**config.mk**
```make
export PLATFORM = sky130hd
export DESIGN_NAME = seg_slave
export DESIGN_NICKNAME = d
export VERILOG_FILES = /design/src/rtl/seg_slave_pkg.sv /design/src/rtl/seg_slave_hex7seg.sv /design/src/rtl/seg_slave.sv
export SDC_FILE = /design/constraint.sdc
export NUM_CORES = 1
export LEC_CHECK = 0
export ABC_AREA = 1
export BUFFER_PORTS_ARGS = -buffer_cell sky130_fd_sc_hd__buf_2
export CAP_MARGIN = 20
export CORE_MARGIN = 3
export CORE_UTILIZATION = 56
export CTS_BUF_LIST = sky130_fd_sc_hd__clkbuf_16
export DETAILED_ROUTE_END_ITERATION = 16
export PLACE_DENSITY = 0.83
export SKIP_LAST_GASP = 1
export SLEW_MARGIN = 20
export SYNTH_ARGS = -nofsm -noshare
export SYNTH_HDL_FRONTEND = slang
export SYNTH_SLANG_ARGS = --single-unit
```
**constraint.sdc**
```tcl
create_clock -name clk -period 2 [get_ports clk]
set_clock_uncertainty 0.05 [all_clocks]
set_input_delay 0.1 -clock clk [delete_from_list [all_inputs] [get_ports clk]]
set_output_delay 0.1 -clock clk [all_outputs]
set_load 0.05 [all_outputs]
```
**src/rtl/seg_slave_pkg.sv**
```systemverilog
// rtl/seg_slave_pkg.sv - shared types and constants for the 7-segment bus slave
package seg_slave_pkg;

    typedef enum logic [2:0] {
        SLV_RAM   = 3'd0,
        SLV_UART  = 3'd1,
        SLV_SEG   = 3'd2,
        SLV_TIMER = 3'd3,
        SLV_NONE  = 3'd7
    } slave_code;

    typedef struct packed {
        logic [31:0] addr;
        logic [31:0] wdata;
        logic        read;
        logic        write;
        logic [3:0]  dataena;
        logic [3:0]  burstcount;
    } port_transmite_type;

    typedef struct packed {
        logic [31:0] rdata;
        logic        valid;
        logic        waitrequest;
    } port_receive_type;

    typedef enum logic {
        ST_IDLE   = 1'b0,
        ST_RBURST = 1'b1
    } seg_state_t;

    localparam logic [1:0] REG_DATA = 2'd0;
    localparam logic [1:0] REG_CTRL = 2'd1;

    localparam int CTRL_EN_BIT    = 0;
    localparam int CTRL_DP_LSB    = 8;
    localparam int CTRL_BLANK_LSB = 16;

    function automatic logic [31:0] byte_merge(input logic [31:0] old_val,
                                               input logic [31:0] new_val,
                                               input logic [3:0]  be);
        logic [31:0] r;
        r = old_val;
        for (int i = 0; i < 4; i++) begin
            if (be[i]) r[i*8 +: 8] = new_val[i*8 +: 8];
        end
        return r;
    endfunction

endpackage

```
**src/rtl/seg_slave_hex7seg.sv**
```systemverilog
// rtl/seg_slave_hex7seg.sv - hex nibble to active-low segments, out[0]=a .. out[6]=g
module hex7seg (
    input  logic [3:0] hex,
    output logic [6:0] segs
);

    logic [6:0] on;

    always_comb begin
        on = 7'h00;
        case (hex)
            4'h0: on = 7'h3F;
            4'h1: on = 7'h06;
            4'h2: on = 7'h5B;
            4'h3: on = 7'h4F;
            4'h4: on = 7'h66;
            4'h5: on = 7'h6D;
            4'h6: on = 7'h7D;
            4'h7: on = 7'h07;
            4'h8: on = 7'h7F;
            4'h9: on = 7'h6F;
            4'hA: on = 7'h77;
            4'hB: on = 7'h7C;
            4'hC: on = 7'h39;
            4'hD: on = 7'h5E;
            4'hE: on = 7'h79;
            default: on = 7'h71;
        endcase
    end

    assign segs = ~on;

endmodule

```
**src/rtl/seg_slave.sv**
```systemverilog
// rtl/seg_slave.sv - bus slave holding DATA/CTRL and scanning a multiplexed 7-segment display
module seg_slave
    import seg_slave_pkg::*;
#(
    parameter int SCAN_DIV = 50000,
    parameter int DIGITS   = 4
) (
    input  logic               clk,
    input  logic               rst_n,
    input  port_transmite_type from_bus,
    input  logic               chsel,
    output port_receive_type   to_bus,
    output logic [7:0]         seg,
    output logic [DIGITS-1:0]  an
);

    localparam int PW = (SCAN_DIV > 1) ? $clog2(SCAN_DIV) : 1;
    localparam int DW = (DIGITS > 1) ? $clog2(DIGITS) : 1;

    seg_state_t  state;
    logic [31:0] data_q;
    logic [31:0] ctrl_q;
    logic [3:0]  beat_cnt;
    logic [1:0]  beat_idx;
    logic        valid_q;
    logic        wait_q;
    logic [31:0] rdata_q;

    logic        accept;
    logic [3:0]  bc_eff;
    logic [1:0]  cmd_idx;
    logic [1:0]  wr_idx;
    logic        unused_bus;

    assign accept  = chsel && !wait_q;
    assign bc_eff  = (from_bus.burstcount == 4'd0) ? 4'd1 : from_bus.burstcount;
    assign cmd_idx = from_bus.addr[3:2];
    // A nonzero beat counter in IDLE means a write burst is still running.
    assign wr_idx  = (beat_cnt != 4'd0) ? beat_idx : cmd_idx;
    assign unused_bus = ^{from_bus.addr[31:4], from_bus.addr[1:0]};

    assign to_bus = '{rdata: rdata_q, valid: valid_q, waitrequest: wait_q};

    function automatic logic [31:0] reg_read(input logic [1:0] idx,
                                             input logic [31:0] d,
                                             input logic [31:0] c);
        case (idx)
            REG_DATA: return d;
            REG_CTRL: return c;
            default:  return 32'd0;
        endcase
    endfunction

    always_ff @(posedge clk) begin
        if (!rst_n) begin
            state    <= ST_IDLE;
            data_q   <= 32'd0;
            ctrl_q   <= 32'd0;
            beat_cnt <= 4'd0;
            beat_idx <= 2'd0;
            valid_q  <= 1'b0;
            wait_q   <= 1'b0;
            rdata_q  <= 32'd0;
        end else begin
            valid_q <= 1'b0;
            rdata_q <= 32'd0;
            case (state)
                ST_IDLE: begin
                    if (accept && from_bus.write) begin
                        if (wr_idx == REG_DATA)
                            data_q <= byte_merge(data_q, from_bus.wdata, from_bus.dataena);
                        else if (wr_idx == REG_CTRL)
                            ctrl_q <= byte_merge(ctrl_q, from_bus.wdata, from_bus.dataena);
                        if (beat_cnt == 4'd0) begin
                            beat_cnt <= bc_eff - 4'd1;
                            beat_idx <= cmd_idx + 2'd1;
                        end else begin
                            beat_cnt <= beat_cnt - 4'd1;
                            beat_idx <= beat_idx + 2'd1;
                        end
                    end else if (accept && from_bus.read) begin
                        valid_q  <= 1'b1;
                        rdata_q  <= reg_read(cmd_idx, data_q, ctrl_q);
                        beat_idx <= cmd_idx + 2'd1;
                        beat_cnt <= bc_eff - 4'd1;
                        if (bc_eff > 4'd1) begin
                            state  <= ST_RBURST;
                            wait_q <= 1'b1;
                        end
                    end
                end
                ST_RBURST: begin
                    valid_q  <= 1'b1;
                    rdata_q  <= reg_read(beat_idx, data_q, ctrl_q);
                    beat_idx <= beat_idx + 2'd1;
                    beat_cnt <= beat_cnt - 4'd1;
                    if (beat_cnt == 4'd1) begin
                        state  <= ST_IDLE;
                        wait_q <= 1'b0;
                    end
                end
                default: state <= ST_IDLE;
            endcase
        end
    end

    logic [PW-1:0] presc;
    logic [DW-1:0] digit;

    always_ff @(posedge clk) begin
        if (!rst_n) begin
            presc <= '0;
            digit <= '0;
        end else if (presc == PW'(SCAN_DIV - 1)) begin
            presc <= '0;
            digit <= (digit == DW'(DIGITS - 1)) ? '0 : digit + DW'(1);
        end else begin
            presc <= presc + PW'(1);
        end
    end

    logic [3:0]  nibble;
    logic [6:0]  pattern;
    logic [3:0]  dp_sh;
    logic [3:0]  blank_sh;
    logic        lit;

    // dp and blank fields are 4 bits wide, so DIGITS is expected to be at most 4.
    assign nibble   = 4'(data_q >> (32'(digit) * 32'd4));
    assign dp_sh    = ctrl_q[CTRL_DP_LSB +: 4] >> digit;
    assign blank_sh = ctrl_q[CTRL_BLANK_LSB +: 4] >> digit;
    assign lit      = ctrl_q[CTRL_EN_BIT] && !blank_sh[0];

    hex7seg u_hex7seg (
        .hex  (nibble),
        .segs (pattern)
    );

    always_ff @(posedge clk) begin
        if (!rst_n) begin
            seg <= 8'hFF;
            an  <= '1;
        end else if (lit) begin
            seg <= {~dp_sh[0], pattern};
            an  <= ~(DIGITS'(1) << digit);
        end else begin
            seg <= 8'hFF;
            an  <= '1;
        end
    end

endmodule

```
# Word-level counts from Yosys, hierarchy flattened
# Memory sizes are Yosys's and may differ from the RTL's.
# Index checks and enable logic that the tools add are counted.
classes:
  bitwise_logic: 6
  n_div: 0
  multipliers: 0
  n_reduce_logical: 23
  n_lt_le_gt_ge: 1
  mux: 29
  n_shift: 4
  addsub: 6
  n_eq_ne: 11
op_table:
  columns: ["op", "count"]
  rows:
  - ["one-hot mux 32 bit (2 select lines)", 3]
  - ["2-to-1 mux 32 bit", 2]
  - ["right shift 32 x 4 -> 4 bit", 1]
  - ["AND reduction 4 bit", 5]
  - ["AND reduction 5 bit", 4]
  - ["adder 16 x 1 -> 16 bit, second input constant", 1]
  - ["equality test 16 bit, second input constant", 1]
  - ["2-to-1 mux 4 bit", 4]
  - ["2-to-1 mux 1 bit", 10]
  - ["2-to-1 mux 2 bit", 5]
  - ["logical NOT 4 bit", 2]
  - ["one-hot mux 4 bit (2 select lines)", 1]
  - ["right shift 4 x 2 -> 1 bit", 2]
  - ["subtractor 4 x 1 -> 4 bit, second input constant", 2]
  - ["NOT 7 bit", 1]
  - ["adder 2 x 1 -> 2 bit, second input constant", 3]
  - ["equality test 2 x 1 -> 1 bit, second input constant", 3]
  - ["logical NOT 2 bit", 3]
  - ["!= test 2 bit, second input constant", 3]
  - ["one-hot mux 1 bit (2 select lines)", 3]
  - ["equality test 4 x 1 -> 1 bit, second input constant", 1]
  - ["> comparator 4 x 1 -> 1 bit, second input constant", 1]
  - ["logical AND 1 bit", 4]
  - ["NOT 1 bit", 4]
  - ["10 further kinds", 11]
totals:
  n_memories: 1
  reg_bits: 135
  ram_bits: 0
  inputBits: 77
  rom_bits: 112
  out_inout_bits: 46
  word_cells: 99
  latchBits: 0
mem_list:
  columns: ["name", "words", "word_bits", "rd", "rd_ports_with_merged_regs", "wr", "line", "text"]
  rows:
  - ["(no name shown)", 16, 7, 1, 0, 0, "seg_slave_hex7seg.sv:11", "case (hex)"]

# Depth between registers and ports, before layout
# Gate-level depths: netlist of run 1.
depth:
  depth_word: 7
  ltp_mapped: 12
  mapped_depth_nobuf: 10

# Cells and area by module
# From an unflattened synthesis of run 1, not the netlist that was laid out.
hier_totals:
  cells_unflattened: 984
  area_unflattened_um2: 6797.8
by_module_without_submodules:
  columns: ["mod", "cells_each", "instances", "seq_area_each_um2", "area_each_um2"]
  rows:
  - ["seg_slave", 936, 1, 2702.6, 6536.3]
  - ["hex7seg", 48, 1, 0.0, 261.5]

# Worst setup path before layout of run 1
# Ideal clock, no wire load.
synth_path:
  path_type: "reg2reg"
  from: "register digit[0]"
  to: "register seg[3]"
  path_buffers: 2
  required_ps: 1831
  path_slack_ps: 260
  arrival_time_ps: 1571
  stages_incl_launch_ff: 13
  synth_period_minus_slack_ps: 1740
  setup_time_ps: 119
  path_cell_list: "dfxtp_1 buf_2 inv_1 buf_2 nand2_1 nand3_1 nand2_1 inv_1 ha_1 nand2_1 nand2_1 o21ai_0 nand2_1"
synth_between:
  elab_chain_cells: 4
  elab_cells_between_ends: 7
  classes_between: "2 x shift; 1 x bitwise; 3 x reduce/logical; 1 x memory"
synth_rtl:
  columns: ["element", "line", "text"]
  rows:
  - ["from (decl)", "seg_slave.sv:108", "logic [DW-1:0] digit;"]
  - ["from (signal assigned)", "seg_slave.sv:116", "digit <= (digit == DW'(DIGITS - 1)) ? '0 : digit + DW'(1);"]
  - ["branches (longest 4 deep; another with memory read (16 x 7 bit))", null, null]
  - ["to (signal assigned)", "seg_slave.sv:144", "seg <= {~dp_sh[0], pattern};"]
  - ["to (decl)", "seg_slave.sv:13", "output logic [7:0] seg,"]
# Parallel ways; which one is timed is not known.
# A chain may end at the register's enable or synchronous reset.

# Final worst setup path of run 1
layout_path:
  from: "register beat_cnt[0]"
  to: "register ctrl_q[23]"
layout_between:
  elab_chain_cells: 5
  elab_cells_between_ends: 6
  classes_between: "1 x eq/ne; 1 x mux; 1 x bitwise; 3 x reduce/logical"
layout_rtl:
  columns: ["element", "line", "text"]
  rows:
  - ["from (decl)", "seg_slave.sv:23", "logic [3:0] beat_cnt;"]
  - ["from (signal assigned)", "seg_slave.sv:75", "beat_cnt <= bc_eff - 4'd1;"]
  - ["from (signal assigned)", "seg_slave.sv:78", "beat_cnt <= beat_cnt - 4'd1;"]
  - ["from (signal assigned)", "seg_slave.sv:85", "beat_cnt <= bc_eff - 4'd1;"]
  - ["nonzero test 4 bit (*)", "seg_slave.sv:39", "assign wr_idx = (beat_cnt != 4'd0) ? beat_idx : cmd_idx;"]
  - ["2-to-1 mux 2 bit (*)", "seg_slave.sv:39", null]
  - ["logical NOT 2 bit", "seg_slave.sv:70", "if (wr_idx == REG_DATA)"]
  - ["NOT 1 bit (no line)", null, null]
  - ["AND reduction 5 bit (no line) (*)", null, null]
  - ["to (signal assigned)", "seg_slave.sv:73", "ctrl_q <= byte_merge(ctrl_q, from_bus.wdata, from_bus.dataena);"]
  - ["to (decl)", "seg_slave.sv:22", "logic [31:0] ctrl_q;"]
# Mark *: on every way between the ends. The rest lies on a longest branch, timed or not.

==> impl_metrics.py, run 1 <==
metrics = {
    "routing": {
        "wl_per_cell_um": 13.6,
        "drt-pass1-iter-count": 6,
        "drc": 0,
        "ant_nets": 0,
        "routed_wl_mm": 16.9,
        "drt_iter0_markers": 622,
        "viasPerCell": 5.28,
        "vias": 6574,
    },
    "floorplan": {
        "coreArea_um2": 11500,
        "die_area_um2": 13200,
        "num_rows": 39,
        "ios": 123,
        "die_h_um": 115,
        "initial_core_util_pct": 57.8,
        "die_w_um": 115,
    },
    "global_route": {
        "grt_max_degree": 62,
        "antenna_found_initial": 0,
        "grt_pass1_vias": 6193,
        "grt_overflow": 0,
        "track_usage_pct": 26.3,
        "grt_pass1_wl_mm": 28.0,
    },
    "worst_setup_path": {
        "endpoint_kind": "flop",
        "cp.required_ns": 2.30,
        "critPathKind": "reg -> reg",
        "crit_path_max_fanout": 16,
        "startpoint_type": "flop",
        "cp.arrival_ns": 2.10,
    },
    "yosys": {
        "synth_nets": 1067,
        "yosysTopAreaCellShare_pct": 40.6,
        "synth.largest_area_cell": "dfxtp_1",
        "ys_ff_latch": 135,
        "ys_top_cells_by_area": "dfxtp_1 41%, nand2_1 16%, nor2_1 8.9%",
        "synth_area_per_cell_um2": 6.85,
        "syn_inst": 973,
        "synth_area_um2": 6660,
        "ys_types": 30,
        "synth-seq-area-share_pct": 40.6,
        "yosys_warnings": 0,
    },
    "pwr": {
        "p_leak_nw": 3.82,
        "power_density_nw_per_um2": 880,
        "ir_worst_vdd_mv": 0.558,
        "power_mw": 7.19,
    },
    "timing": {
        "period_share_pct": 89.9,
        "tns_ns": 0,
        "hold_viol": 0,
        "fin_crit_ns": 1.80,
        "finalSetupViolCount": 0,
        "finalMaxSlewViolations": 0,
        "holdWs_ns": 0.0457,
        "worst_slack_ns": 0.202,
        "rsz0062_at_grt": "no",
        "worst_pin_slew_ns": 0.460,
        "fmax_mhz": 556,
        "max_slew_margin_pct": 69.1,
    },
    "finish": {
        "fillCellCount": 905,
        "nNetsFinal": 1181,
        "area_growth_pct": 22.6,
        "final_util_pct": 70.9,
        "drive_gt1_share_pct": 15.1,
        "final_common_cell": "nand2_1",
        "layout_common_cells": "277 x nand2_1, 158 x nor2_1, 135 x dfxtp_1",
    },
    "cts": {
        "h-tree-depth": 4,
        "clk_pin_slew_ns": 0.06,
        "ctsRootBufferMaster": "clkbuf_16",
        "clock-sinks": 135,
        "numCtsBuffers": 17,
        "clk-insertion-delay-late_ns": 0.42,
        "cts_tree": "built",
        "cts_repair_resize_count": 0,
        "cts_max_path_buffers": 2,
    },
    "min_path": {
        "hold_path.class": "in -> reg",
    },
    "placed_design": {
        "post-place-ws_ns": 0.287,
        "port_buffers": 92,
        "hpwl_mm": 10.4,
        "routabilityCongestion": 0.923,
    },
    "flow_run": {
        "maxCapViolations": 0,
    },
    "run_status": {
        "outcome": "completed",
    },
}
final cells by class:
cell class / instances / area (um^2) / area share [%]
multi-input combinational: 673 / 3230 / 39.6
sequential: 135 / 2700 / 33.1
timing repair buffer: 140 / 943 / 11.6
inverter: 120 / 455 / 5.58
clock buffer: 17 / 425 / 5.21
clock inverter: 15 / 225 / 2.76
tap: 143 / 179 / 2.19
antenna: 1 / 2.50 / 0.0306
where the power goes:
part | internal (mW) | leakage, nW | switching (mW)
Clock | 2.22 | 0.308 | 1.22
Combinational | 0.306 | 2.42 | 0.625
Sequential | 2.78 | 1.09 | 0.0460
state kept, by name, indices dropped and copies added, names as in the netlist:
name	cells
beat_cnt	4
an	4
rdata_q	32
seg	8
digit	2
data_q	32
wait_q	1
presc	16
ctrl_q	32
state	1
beat_idx	2
valid_q	1
worst max-delay path, cell delays in order (launching register included):
cell     delay, ns
dfxtp_1       0.36
inv_1         0.09
ha_1          0.30
nand2_2       0.13
nand2_1       0.07
nand2_2       0.19
nand3_4       0.22
nand2_1       0.13
nand2_1       0.08
nor2_1        0.11
what timing repair did:
item                                   4_1_cts  5_1_grt
setup buffers                                0        0
hold buffers                                34        0
endpoints found under the hold margin       65        0
worst paths after layout:
| kind | startpoint | to | slack (ns) | cells after the start |
|---|---|---|---|---|
| max reg2reg | beat_cnt[0] | ctrl_q[23] | 0.20 | 9 |
| min | from_bus[2] | beat_cnt[2] | 0.05 | 5 |
| max | beat_cnt[0] | ctrl_q[23] | 0.20 | 9 |
| min reg2reg | presc[0] | presc[0] | 0.40 | 1 |
logic make-up after synthesis:
group | Yosys count | share of synthesized area [%]
flip-flops | 135 | 40.6
XOR/XNOR | 7 | 0.920
adder cells (fa/ha/maj) | 17 | 3.19
AND/OR/NAND/NOR | 504 | 32.1
AO/OA/AOI/OAI | 145 | 12.2
buffers and inverters | 165 | 10.9
metrics by stage:
step	area, um^2	instances
floorplan	6660	973
global placement	7170	1177
detailed placement	7170	1177
CTS	8170	1243
global route	8170	1243
finish	8170	1244
cell usage after synthesis, drive strengths merged:
cell and number:
nand2 284, nor2 163, dfxtp 135, inv 119
o22ai 64, a21oi 55, nand3 44, clkbuf 23
buf 22, o21ai 22, ha 17, nand4 6
nor3 6, xor2 5, o211ai 3, xnor2 2
clkinv 1, o21bai 1, or2 1
per-layer routing:
| metal | track usage, % | share of wire (%) |
|---|---|---|
| met1 | 32.5 | 42 |
| met5 | 0 | 0 |
| met4 | 13.0 | 3.4 |
| met3 | 5.74 | 7.7 |
| met2 | 43.4 | 47 |
(Power assumes the default switching activity.)
==> run 2: changes to the inputs <==
--- a/config.mk
+++ b/config.mk
@@ -13,6 +13,7 @@
 export CTS_BUF_LIST = sky130_fd_sc_hd__clkbuf_16
 export DETAILED_ROUTE_END_ITERATION = 16
 export PLACE_DENSITY = 0.83
+export RECOVER_POWER = 100
 export SKIP_LAST_GASP = 1
 export SLEW_MARGIN = 20
 export SYNTH_ARGS = -nofsm -noshare
==> run 2 against run 1 <==
Effect of this change: power barely moved; sequential share of layout area rose by 0.28 points; sequential power barely moved; first-iteration DRC count fell by 12%; non-clock buffer count did not move; critical path depth did not move; hold slack got worse by 0.00064 ns; clock power barely moved; cell area fell by 0.83%; via count fell by 0.62%; final cell count did not move; largest cell class unchanged; largest power group unchanged.
==> impl_metrics.py, run 2 (same netlist as run 1, synthesis figures left out) <==
metrics = {
    "cts": {
        "clock-sinks": 135,
        "numCtsBuffers": 17,
        "cts_tree": "built",
        "clk-insertion-delay-late_ns": 0.42,
        "cts_max_path_buffers": 2,
        "post_cts_buffers": 0,
        "ctsRootBufferMaster": "clkbuf_16",
        "h-tree-depth": 4,
        "clk_pin_slew_ns": 0.06,
    },
    "worst_setup_path": {
        "crit_path_max_fanout": 16,
        "cp.arrival_ns": 2.10,
        "cp.required_ns": 2.30,
        "startpoint_type": "flop",
        "critPathKind": "reg -> reg",
        "endpoint_kind": "flop",
    },
    "placed_design": {
        "port_buffers": 92,
        "place_inst": 1177,
        "post-place-ws_ns": 0.287,
        "hpwl_mm": 10.4,
        "routabilityCongestion": 0.923,
    },
    "timing": {
        "rsz0062_at_grt": "no",
        "hold_viol": 0,
        "tns_ns": 0,
        "worst_pin_slew_ns": 0.846,
        "fin_crit_ns": 1.79,
        "worst_slack_ns": 0.207,
        "period_share_pct": 89.7,
        "finalSetupViolCount": 0,
        "fmax_mhz": 558,
        "finalMaxSlewViolations": 0,
        "max_slew_margin_pct": 43.6,
    },
    "finish": {
        "largestRegisters": "ctrl_q x32, data_q x32, rdata_q x32",
        "drive_gt1_share_pct": 10.5,
        "nNetsFinal": 1181,
        "area_growth_pct": 21.6,
        "final_common_cell": "nand2_1",
        "layout_common_cells": "277 x nand2_1, 158 x nor2_1, 135 x dfxtp_1",
        "final_util_pct": 70.3,
        "final_cells": 1244,
    },
    "min_path": {
        "hold_path.class": "in -> reg",
    },
    "global_route": {
        "track_usage_pct": 26.3,
        "grt_pass1_vias": 6193,
        "grt_pass1_wl_mm": 28.0,
        "grt_overflow": 0,
        "grt_max_degree": 62,
        "antenna_found_initial": 0,
    },
    "floorplan": {
        "num_rows": 39,
        "coreArea_um2": 11500,
        "ios": 123,
        "die_w_um": 115,
        "initial_core_util_pct": 57.8,
        "die_h_um": 115,
        "die_area_um2": 13200,
    },
    "pwr": {
        "power_density_nw_per_um2": 887,
        "ir_worst_vdd_mv": 0.557,
        "power_mw": 7.18,
        "p_leak_nw": 3.65,
    },
    "flow_run": {
        "maxCapViolations": 0,
    },
    "routing": {
        "ant_nets": 0,
        "routed_wl_mm": 17.0,
        "wl_per_cell_um": 13.7,
        "drc": 0,
        "drt-pass1-iter-count": 6,
        "drt_iter0_markers": 549,
        "vias": 6533,
        "viasPerCell": 5.25,
    },
    "run_status": {
        "outcome": "completed",
    },
}
run 2: path summary, 6_finish.rpt:
kind / startpoint / to / slack, ns / cells past startpoint
max: beat_cnt[0] / ctrl_q[23] / 0.21 / 9
max reg2reg: beat_cnt[0] / ctrl_q[23] / 0.21 / 9
min: from_bus[2] / beat_cnt[2] / 0.05 / 5
min reg2reg: presc[0] / presc[0] / 0.40 / 1
run 2: final cells by class:
cell class | instances | area, um^2
antenna | 1 | 2.50
clock buffer | 17 | 425
sequential | 135 | 2700
multi-input combinational | 673 | 3230
timing repair buffer | 140 | 880
fill | 939 | 3420
clock inverter | 15 | 225
tap | 143 | 179
inverter | 120 | 455
run 2: report_power, final:
part	leakage (nW)	switching [mW]	internal, mW
sequential	1.09	0.0460	2.78
combinational	2.25	0.623	0.303
clock	0.308	1.22	2.22
run 2: worst max-delay path: stages (launching register included):
cell     delay [ns]
dfxtp_1        0.36
inv_1          0.09
ha_1           0.30
nand2_2        0.13
nand2_1        0.07
nand2_2        0.19
nand3_4        0.22
nand2_1        0.13
nand2_1        0.08
nor2_1         0.11
run 2: repair_timing:
item / in CTS / in global routing
gates resized for setup: 0 / 0
hold buffers: 34 / 0
endpoints found under the setup margin: 0 / 0
endpoints found under the hold margin: 65 / 0
run 2: metal layers:
| layer | up-vias | global-route usage, % | routed length (um) |
|---|---|---|---|
| met3 | 58 | 5.74 | 1160 |
| met2 | 279 | 43.4 | 8070 |
| li1 | 3298 | - | - |
| met4 | 0 | 13.0 | 579 |
| met5 | - | 0 | 0 |
| met1 | 2898 | 32.5 | 7220 |
run 2: metrics by stage:
step / instance area (um^2) / hold slack, ns
2_1_floorplan: 6660 / 0.185
3_3_place_gp: 7170 / 0.287
3_5_place_dp: 7170 / 0.294
4_1_cts: 8170 / 0.0324
5_1_grt: 8100 / 0.0749
6_report: 8100 / 0.0450
==> run 3: changes to the inputs <==
--- a/config.mk
+++ b/config.mk
@@ -6,13 +6,13 @@
 export NUM_CORES = 1
 export LEC_CHECK = 0
 export ABC_AREA = 1
-export BUFFER_PORTS_ARGS = -buffer_cell sky130_fd_sc_hd__buf_2
 export CAP_MARGIN = 20
 export CORE_MARGIN = 3
-export CORE_UTILIZATION = 56
+export CORE_UTILIZATION = 60
 export CTS_BUF_LIST = sky130_fd_sc_hd__clkbuf_16
 export DETAILED_ROUTE_END_ITERATION = 16
-export PLACE_DENSITY = 0.83
+export DONT_BUFFER_PORTS = 1
+export PLACE_DENSITY = 0.79
 export RECOVER_POWER = 100
 export SKIP_LAST_GASP = 1
 export SLEW_MARGIN = 20
==> constraint.sdc (replaced) <==
create_clock -name clk -period 2 [get_ports clk]
set_clock_uncertainty 0.05 [all_clocks]
set_input_delay 0.3 -clock clk [delete_from_list [all_inputs] [get_ports clk]]
set_output_delay 0.3 -clock clk [all_outputs]
set_load 0.05 [all_outputs]
==> run 3 against run 2 <==
Effect of this change: largest cell class unchanged; hold slack lost 0.033 ns; combinational power fell by 7.6%; register-to-register slack worse by 0.05 ns; first-iteration DRC count increased by 24%; worst setup slack lost 0.051 ns; fmax shrank 2.8%.
==> impl_metrics.py, run 3 (same netlist as run 1, synthesis figures left out) <==
metrics = {
    "run_status": {
        "outcome": "completed",
    },
    "floorplan": {
        "die_w_um": 111,
        "coreArea_um2": 10600,
        "num_rows": 37,
        "die_area_um2": 12400,
        "ios": 123,
        "initial_core_util_pct": 63.1,
        "die_h_um": 111,
    },
    "worst_setup_path": {
        "critPathKind": "reg -> reg",
        "r2r_setup_slack_ns": 0.16,
        "critPathSlowestCell": "clkbuf_2",
        "endpoint_kind": "flop",
        "crit_family": "buffers and inverters",
        "r2r-start": "state",
        "critPathBufInv": 2,
        "worstPathCellList": "clkbuf_2 -> o21ai_2 -> buf_12 -> a21oi_1",
        "cp.depth": 4,
        "reg2reg_depth": 4,
        "startpoint_type": "flop",
        "cp-startpoint": "state",
        "crit_path_max_fanout": 36,
        "cp.required_ns": 2.27,
        "cp.arrival_ns": 2.12,
        "critPathMaxStageDelay_ns": 0.70,
        "reg2reg_to": "rdata_q[5]",
    },
    "placed_design": {
        "port_buffers": 0,
        "routabilityCongestion": 0.898,
        "place_inst": 1078,
        "post-place-ws_ns": 0.263,
        "hpwl_mm": 10.0,
    },
    "cts": {
        "clk-insertion-delay-late_ns": 0.43,
        "ctsRootBufferMaster": "clkbuf_16",
        "cts_tree": "built",
        "cts_hold_buf": 33,
        "clock-sinks": 135,
        "cts_repair_resize_count": 0,
        "post_cts_buffers": 0,
        "cts_max_path_buffers": 2,
        "clk_pin_slew_ns": 0.05,
        "h-tree-depth": 4,
        "numCtsBuffers": 17,
    },
    "pwr": {
        "swShare_pct": 25.7,
        "p_sw_mw": 1.76,
        "intPower_mw": 5.09,
        "clock_power_share_pct": 46.0,
        "ir_worst_vdd_mv": 0.716,
        "p_seq_share_pct": 41.5,
        "power_mw": 6.86,
        "p_leak_nw": 3.41,
        "power_density_nw_per_um2": 899,
        "p_comb_share_pct": 12.5,
    },
    "finish": {
        "final_cells": 1144,
        "regArea_um2": 2700,
        "nNetsFinal": 1088,
        "area_growth_pct": 14.5,
        "drive_gt1_share_pct": 6.75,
        "multi_input_area_um2": 3230,
        "fillCellCount": 856,
        "layout_common_cells": "277 x nand2_1, 158 x nor2_1, 135 x dfxtp_1",
        "final_common_cell": "nand2_1",
        "largestRegisters": "ctrl_q x32, data_q x32, rdata_q x32",
    },
    "min_path": {
        "hold_path.class": "in -> reg",
        "worstHoldPathCells": 2,
        "min_to": "data_q[12]",
        "hp-start": "from_bus[22]",
    },
    "routing": {
        "wl_per_cell_um": 14.1,
        "drt_iter0_markers": 683,
        "viasPerCell": 5.36,
        "vias": 6128,
        "drt-pass1-iter-count": 6,
        "drc": 0,
        "ant_nets": 0,
        "routed_wl_mm": 16.2,
    },
    "global_route": {
        "grt_max_degree": 69,
        "grt_pass1_wl_mm": 27.4,
        "antenna_found_initial": 1,
        "grt_overflow": 0,
        "track_usage_pct": 26.8,
        "grt_pass1_vias": 5791,
    },
    "flow_run": {
        "maxCapViolations": 0,
    },
    "timing": {
        "worst_slack_ns": 0.156,
        "worst_pin_slew_ns": 0.890,
        "rsz0062_at_grt": "no",
        "period_share_pct": 92.2,
        "finalSetupViolCount": 0,
        "tns_ns": 0,
        "finalMaxSlewViolations": 0,
        "holdWs_ns": 0.0120,
        "fin_crit_ns": 1.84,
        "max_slew_margin_pct": 40.6,
        "hold_viol": 0,
        "fmax_mhz": 542,
    },
}
run 3: worst max-delay path by stage:
stage	end
after floorplan	seg[3]
after global placement	ctrl_q[10]
after detailed placement	ctrl_q[0]
after CTS	ctrl_q[18]
after global routing	rdata_q[5]
final	rdata_q[5]
run 3: area by class of cell:
type                       instances  share of cell area [%]
tap                              136                    2.23
clock inverter                    15                    2.21
antenna                            1                  0.0328
multi-input combinational        673                    42.4
timing repair buffer              47                    6.14
clock buffer                      17                    5.58
inverter                         120                    5.97
sequential                       135                    35.4
run 3: per-stage QoR:
stage          utilization, %  cell area, um^2
6_report                 72.3             7630
4_1_cts                  72.3             7630
3_3_place_gp             63.4             6690
3_5_place_dp             63.4             6690
5_1_grt                  72.3             7630
2_1_floorplan               -             6660
run 3: power groups by stage:
stage,Sequential [mW],Combinational [mW],Clock [mW]
floorplan,2.88,0.631,0
global placement,2.90,0.735,0
detailed placement,2.90,0.746,0
CTS,2.84,0.845,3.18
global route,2.85,0.953,3.30
finish,2.84,0.856,3.16
run 3: per-layer routing:
layer  global-route usage, %  part of all wire [%]  vias up
li1                        -                     -     3109
met1                    34.8                    45     2743
met2                    42.5                    45      231
met3                    6.25                   6.5       45
met4                    12.1                   3.2        0
met5                       0                     0        -
run 3: worst reg2reg max path, cell delays in order (launching register included):
cell,delay [ns]
dfxtp_1,0.37
clkbuf_2,0.70
o21ai_2,0.17
buf_12,0.22
a21oi_1,0.24
